### src/rtl/uart_rx.sv
// Oversampling UART receiver: start bit, N_BIT data bits LSB first, even parity, stop bit.
// Counts s_tick pulses to sample each bit at its midpoint.
module uart_rx #(
  parameter int N_BIT   = 8,
  parameter int SB_TICK = 16
) (
  input  logic             clk,
  input  logic             rst_n,
  input  logic             s_tick,
  input  logic             rx,
  output logic [N_BIT-1:0] dout,
  output logic             rx_done_tick,
  output logic             parity_err,
  output logic             frame_err,
  output logic             rx_busy
);

  localparam int BW = (N_BIT > 1) ? $clog2(N_BIT) : 1;
  localparam logic [BW-1:0] LAST_BIT  = BW'(N_BIT - 1);
  localparam logic [BW-1:0] BIT_ONE   = BW'(1);
  localparam logic [3:0]    MID_TICK  = 4'(SB_TICK / 2 - 1);
  localparam logic [3:0]    LAST_TICK = 4'(SB_TICK - 1);

  typedef enum logic [2:0] {IDLE, START, DATA, PARITY, STOP} state_t;

  state_t           state;
  logic [3:0]       tick_count;
  logic [BW-1:0]    bit_count;
  logic [N_BIT-1:0] shreg;
  logic             parity_s;
  logic             rx_meta, rx_s, rx_prev;

  // Two-flop synchronizer plus one extra stage for falling-edge detection;
  // all reset to the idle-high line level so reset release never looks like a start edge.
  always_ff @(posedge clk or negedge rst_n) begin
    if (!rst_n) begin
      rx_meta <= 1'b1;
      rx_s    <= 1'b1;
      rx_prev <= 1'b1;
    end else begin
      rx_meta <= rx;
      rx_s    <= rx_meta;
      rx_prev <= rx_s;
    end
  end

  always_ff @(posedge clk or negedge rst_n) begin
    if (!rst_n) begin
      state        <= IDLE;
      tick_count   <= '0;
      bit_count    <= '0;
      shreg        <= '0;
      parity_s     <= 1'b0;
      dout         <= '0;
      rx_done_tick <= 1'b0;
      parity_err   <= 1'b0;
      frame_err    <= 1'b0;
    end else begin
      // NOTE: non-blocking default here; the later assignment in STOP wins, giving a one-clk pulse.
      rx_done_tick <= 1'b0;
      case (state)
        IDLE: begin
          if (rx_prev && !rx_s) begin
            state      <= START;
            tick_count <= '0;
          end
        end
        START: begin
          if (s_tick) begin
            if (tick_count == MID_TICK) begin
              if (!rx_s) begin
                state      <= DATA;
                tick_count <= '0;
                bit_count  <= '0;
              end else begin
                state <= IDLE;  // line went back high before mid-bit: glitch
              end
            end else begin
              tick_count <= tick_count + 4'd1;
            end
          end
        end
        DATA: begin
          if (s_tick) begin
            if (tick_count == LAST_TICK) begin
              shreg      <= {rx_s, shreg[N_BIT-1:1]};
              tick_count <= '0;
              if (bit_count == LAST_BIT) state <= PARITY;
              else                       bit_count <= bit_count + BIT_ONE;
            end else begin
              tick_count <= tick_count + 4'd1;
            end
          end
        end
        PARITY: begin
          if (s_tick) begin
            if (tick_count == LAST_TICK) begin
              parity_s   <= rx_s;
              tick_count <= '0;
              state      <= STOP;
            end else begin
              tick_count <= tick_count + 4'd1;
            end
          end
        end
        STOP: begin
          if (s_tick) begin
            if (tick_count == LAST_TICK) begin
              dout         <= shreg;
              parity_err   <= parity_s ^ (^shreg);
              frame_err    <= ~rx_s;
              rx_done_tick <= 1'b1;
              tick_count   <= '0;
              state        <= IDLE;
            end else begin
              tick_count <= tick_count + 4'd1;
            end
          end
        end
        default: state <= IDLE;
      endcase
    end
  end

  assign rx_busy = (state != IDLE);

endmodule
### config.mk
export PLATFORM = sky130hd
export DESIGN_NAME = uart_rx
export DESIGN_NICKNAME = d
export VERILOG_FILES = /design/src/rtl/uart_rx.sv
export SDC_FILE = /design/constraint.sdc
export NUM_CORES = 1
export LEC_CHECK = 0
export CORE_UTILIZATION = 40
export DETAILED_ROUTE_END_ITERATION = 16
export PLACE_DENSITY = 0.65
export SLEW_MARGIN = 20
export SYNTH_ARGS = -nofsm -noshare
export SYNTH_HDL_FRONTEND = slang
export SYNTH_SLANG_ARGS = --single-unit
### constraint.sdc
create_clock -name clk -period 4 [get_ports clk]
set_input_delay 0.8 -clock clk [delete_from_list [all_inputs] [get_ports clk]]
set_output_delay 0.8 -clock clk [all_outputs]
set_load 0.02 [all_outputs]
==> reports/results.txt, run 1 <==
Outcome: finished clean
Htree depth: 2
Cts hold-fix bufs: 0
Critical Path Max Stage Delay: 0.60 ns
Total wire length: 2770 um
Final Skew: 0.00609 ns
Crit path DAT: 1.89 ns
Setup TNS Final: 0 ns
Vias post-DR: 1,033
N_diodes: 0
Tcrit/Tclk final: 67.2%
Row cnt: 22
# DRC: 0
Dpl ws: 1.42 ns
Post-DP HPWL: 1990 um
Pwr dens: 516 nW/um^2
I/O Buffers: 15
RD Place Congestion: 0.796
Die width: 65.9 um
Layout cells sized above 1: 29.1%
1st-iter DRT viols: 26
Synth Instances: 131
Core Util, Final: 50.1%
Grt ovf: 0
Largest net degree at the start of global routing: 34
Largest family of logic cells by synthesized area: simple AND/OR/NAND/NOR gates
Finish-stage setup viols: 0
Synth top area share: 45.9%
Placed cell count: 191
Post-CTS setup buffers: 0
Layout net count: 157
Reg clk slew, reported paths: 0.06 ns
Hold Crit Class: reg -> reg
Crit-path slowest cell: dfrtp_1
Max Fanout on Critical Path: 18
Vias in the first global route: 1,061
Compound-Gate Fraction of Synth Area: 10.0%
TritonCTS buffer count: 5
CTS tree: built
Max Cap Violations: 0
Part of the Yosys area used for sequential elements: 50.8%
Later-pin clock latency in the skew report: 0.28 ns
Pint: 0.656 mW
Worst Tran Pin Value: 0.615 ns
First-pass GRT wire length: 5100 um
Net Count, Synth: 138
CTS sink cnt: 33
WP depth: 2
Vias per std cell: 5.19
Count of cell types in the netlist: 50
Antenna violations before repair: 0
Die Y: 65.9 um
Reg2Reg Depth: 3
Crit path cell chain: or3_1 > clkdlybuf4s50_1
Logic gate share of total power: 29.4%
F_max: 372 MHz
Ys Warns: 0
Initial Utilization: 43.0%
Reg power frac: 46.2%
Area Growth Syn to Fin: 16.5%
DRT Pass-1 Iters: 3
Largest area contributor in the netlist: dfrtp_1
Synth Cell Area: 1630 sq um
Yosys reg bits: 33
Top cells by area, synth: dfrtp_1 (46%), mux2_2 (11%), dfstp_2 (4.8%)
Post-route ant nets: 0
Adder-Cell Fraction of Synth Area: 2.30%
Ports: 16
Asr flop ratio synth: 100%
DR WL/cell: 13.9 um
Fin cells: 199
Post-synth top flop: dfrtp_1
CP delay by family, top: flip-flops
Crit path kind: reg -> out
Worst rel slew slack: 59.0%
Syn_area_per_cell: 12.5 sq um
Clock Path Buffers: 2
Post-layout min period: 2.69 ns
Post-synth EDFFs: 0
Net Sw Frac: 33.2%
LEAKAGE: 0.854 nW
Placeable Area: 3800 sq um
Worst setup margin: 1.31 ns
Max VDD drop: 285 uV
Critical path buffers and inverters: 1
Crit end category: output port
Fin. Hold Viols: 0
GR Util All Layers: 16.1%
Cell area after layout: 1900 sq um
Xor/xnor share of the synthesized area: 4.29%
Area post-placement: 1820 sq um
Post-synthesis simple-gate area fraction: 16.3%
Switching pwr: 0.327 mW
Pins Over Slew Limit: 0
Post-synthesis mux area share: 13.9%
Hold path cells: 0
Worst Path Required: 3.20 ns
Post-CTS Resized: 0
Crit start category: flip-flop
Die footprint: 4340 sq um
RSZ-0062 raised after global routing: no
Clock power frac: 24.4%
Root Driver: clkbuf_8
stage by stage:
step,total power [mW],hold slack [ns]
after floorplan,0.694,0.345
after global placement,0.742,0.348
after detailed placement,0.754,0.353
after CTS,1.00,0.362
after global routing,1.06,0.366
final,0.983,0.359
power by group through the flow:
stage / clock network (mW) / registers [mW] / logic [mW]
after floorplan: 0 / 0.432 / 0.262
after global placement: 0 / 0.456 / 0.286
after detailed placement: 0 / 0.461 / 0.293
after CTS: 0.252 / 0.454 / 0.294
after global routing: 0.270 / 0.464 / 0.330
final: 0.240 / 0.454 / 0.289
layer usage:
layer	GRT usage [%]	share of wire [%]	vias to the layer above	routed length, um
met2	24.6	49	11	1370
li1	-	-	503	-
met5	0	0	-	0
met3	6.21	2.8	2	78
met4	6.52	0.83	0	23
met1	20.1	47	517	1300
cell families after synthesis:
| kind of cell | after synthesis |
|---|---|
| fa+ha+maj | 3 |
| compound gates | 21 |
| buf+inv | 5 |
| xor+xnor | 8 |
| mux | 20 |
| simple gates | 41 |
| flops | 33 |
worst paths after layout:
kind                          start       endpoint  slack [ns]
setup / recovery           state[2]        rx_busy        1.31
hold / removal              rx_meta           rx_s        0.36
setup reg to reg           state[2]     parity_err        1.79
hold reg to reg             rx_meta           rx_s        0.36
max in group asynchronous     rst_n           rx_s        2.75
min in group asynchronous     rst_n  tick_count[1]        0.91
synthesized netlist by cell type (all sizes together) (2+ instances only):
cell	count
a21o	3
a21oi	2
buf	4
dfrtp	30
dfstp	3
ha	3
mux2	19
nand2	10
nand2b	5
nand3	4
nor2	2
nor2b	2
nor3	5
o21ai	7
o31a	2
or2	2
or3b	2
xnor2	6
xor2	2
cell type report:
cell class | instances | area, sq um
Clock inverter | 3 | 17.5
Sequential cell | 33 | 830
Inverter | 1 | 3.75
Tap cell | 48 | 60.1
Fill cell | 343 | 1900
Multi-Input combinational cell | 93 | 766
Timing Repair Buffer | 16 | 158
Clock buffer | 5 | 68.8
worst register-to-register path, stage by stage, from the launching register on:
cell     delay, ns
dfrtp_1       0.72
or3b_4        0.48
nor2_2        0.49
mux2_2        0.41
flip-flops by register name, indices dropped and copies added (netlist names), 3 cells and up:
| signal | cells |
|---|---|
| dout | 8 |
| shreg | 8 |
| tick_count | 4 |
| bit_count | 3 |
| state | 3 |
cell usage in the layout, fill, tap and decap left out, types with 3 or more instances in the layout:
master / count
clkdlybuf4s50_1: 15
ha_1: 3
mux2_2: 16
dfrtp_1: 30
clkbuf_8: 5
nand2_1: 9
nand3_1: 4
nand2b_1: 4
xnor2_1: 6
a21o_1: 3
o21ai_0: 4
dfstp_2: 3
Note: power is estimated with default switching activity, not from simulation.
==> run 2: changes to the inputs <==
- clock period: 4 -> 2.5 ns (I/O delays scaled with it)
==> run 2 against run 1 <==
Compared with the run above: sequential share of layout area fell by 0.82 points; final cell count rose by 1.0%; routed wire length fell by 2.0%; critical path depth did not move; critical path type unchanged; clock power rose by 100%; largest cell class unchanged; clock-buffer cell count rose by 1.
==> reports/results.txt, run 2 (synthesis gave the netlist of run 1 again) <==
Outcome: finished clean
DRT Pass-1 Iters: 4
Net Sw Frac: 31.1%
1st-iter DRT viols: 37
Area post-placement: 1830 sq um
Htree depth: 2
Crit path kind: reg -> out
First-pass GRT wire length: 4690 um
Area Growth Syn to Fin: 18.7%
CTS sink cnt: 33
Grt ovf: 0
Die width: 65.9 um
Layout cells sized above 1: 29.4%
Crit-path slowest cell: clkdlybuf4s50_1
Worst Path Required: 2.00 ns
Post-CTS Resized: 0
Crit path cell chain: or3_1 > clkdlybuf4s50_1
Logic gate share of total power: 28.4%
Total power: 1.68 mW
Later-pin clock latency in the skew report: 0.28 ns
Root Driver: clkbuf_8
Pins Over Slew Limit: 0
DR WL/cell: 13.5 um
Total wire length: 2720 um
RSZ-0062 raised after global routing: no
Initial Utilization: 43.0%
CTS tree: built
Row cnt: 22
Switching pwr: 0.522 mW
Critical path buffers and inverters: 1
Setup TNS Final: 0 ns
TritonCTS buffer count: 5
CP delay by family, top: buffers and inverters
Core Util, Final: 51.1%
Crit end category: output port
Fillcell total: 343
Critical Path Max Stage Delay: 0.54 ns
Crit path DAT: 1.70 ns
Max Cap Violations: 0
Reg power frac: 42.8%
Clock power frac: 28.8%
LEAKAGE: 0.876 nW
Max Fanout on Critical Path: 10
Largest net degree at the start of global routing: 34
GR Util All Layers: 14.7%
Vias post-DR: 1,033
Pwr dens: 866 nW/um^2
Post-CTS setup buffers: 0
Reg clk slew, reported paths: 0.06 ns
Vias in the first global route: 997
Crit start category: flip-flop
Commonest non-fill, non-tap cell in the layout: dfrtp_1
Most frequent cells in the layout: dfrtp_1 (30), mux2_2 (16), clkdlybuf4s50_1 (15), nand2_1 (9), xnor2_1 (6)
Die Y: 65.9 um
Worst rel slew slack: 66.8%
RD Place Congestion: 0.800
Clock Path Buffers: 2
Vias per std cell: 5.14
Die footprint: 4340 sq um
Post-route ant nets: 0
Finish-stage setup viols: 0
# DRC: 0
Biggest regs: dout: 8 flops, shreg: 8 flops, tick_count: 4 flops
N_diodes: 0
Max VDD drop: 387 uV
Final Skew: 0.00690 ns
Post-layout min period: 2.20 ns
Ports: 16
Antenna violations before repair: 0
Cell area after layout: 1940 sq um
Cts hold-fix bufs: 0
Worst Tran Pin Value: 0.498 ns
F_max: 454 MHz
Placeable Area: 3800 sq um
Layout net count: 159
Fin. Hold Viols: 0
Post-DP HPWL: 1920 um
Hold Crit Class: reg -> reg
Pint: 1.16 mW
Tcrit/Tclk final: 88.0%
I/O Buffers: 15
-- run 2: cell types whose count changed in the layout (fill, tap and decap cells not counted), sizes merged --
cell,before,now
buf,1,3
bufinv,0,1
clkbuf,5,6
clkinv,2,1
clkinvlp,1,0
-- run 2: area by class of cell --
class	instances	area [sq um]	area share (%)
Sequential cell	33	830	42.8
Clock inverter	2	35.0	1.81
Tap cell	48	60.1	3.10
Clock buffer	6	72.6	3.74
Multi-Input combinational cell	93	766	39.5
Timing Repair Buffer	18	173	8.90
Inverter	1	3.75	0.194
-- run 2: worst reg2reg max path, cell delays in order, from the launching register on --
cell	delay, ns
dfrtp_1	0.39
ha_1	0.25
and3_2	0.26
nand2_2	0.09
nor2_2	0.43
mux2_2	0.40
-- run 2: metal layers --
metal  GRT usage [%]  wire length (um)  vias up
li1                -                 -      513
met2            21.8              1270       16
met5               0                 0        -
met3            5.69                95        2
met4            6.52                17        0
met1            18.7              1330      502
-- run 2: path summary, 6_finish.rpt --
kind	startpoint	endpoint	slack, ns	cells past startpoint
setup / recovery	state[2]	rx_busy	0.30	2
setup reg to reg	tick_count[0]	parity_err	0.56	5
hold reg to reg	rx_meta	rx_s	0.36	0
hold / removal	rx_meta	rx_s	0.36	0
min in group asynchronous	rst_n	tick_count[2]	0.61	2
max in group asynchronous	rst_n	rx_meta	1.56	2
-- run 2: stage by stage --
stage          std cells  setup WS (ns)  hold WS, ns
3_5_place_dp         193          0.297        0.350
5_1_grt              201          0.226        0.362
3_3_place_gp         193          0.360        0.347
4_1_cts              201          0.286        0.359
2_1_floorplan        131          0.799        0.204
6_report             201          0.299        0.359
-- run 2: power groups by stage --
stage / Combinational [mW] / Clock (mW) / Sequential (mW)
detailed placement: 0.482 / 0 / 0.729
global placement: 0.470 / 0 / 0.723
CTS: 0.485 / 0.497 / 0.719
floorplan: 0.419 / 0 / 0.691
global route: 0.530 / 0.530 / 0.736
finish: 0.477 / 0.484 / 0.718
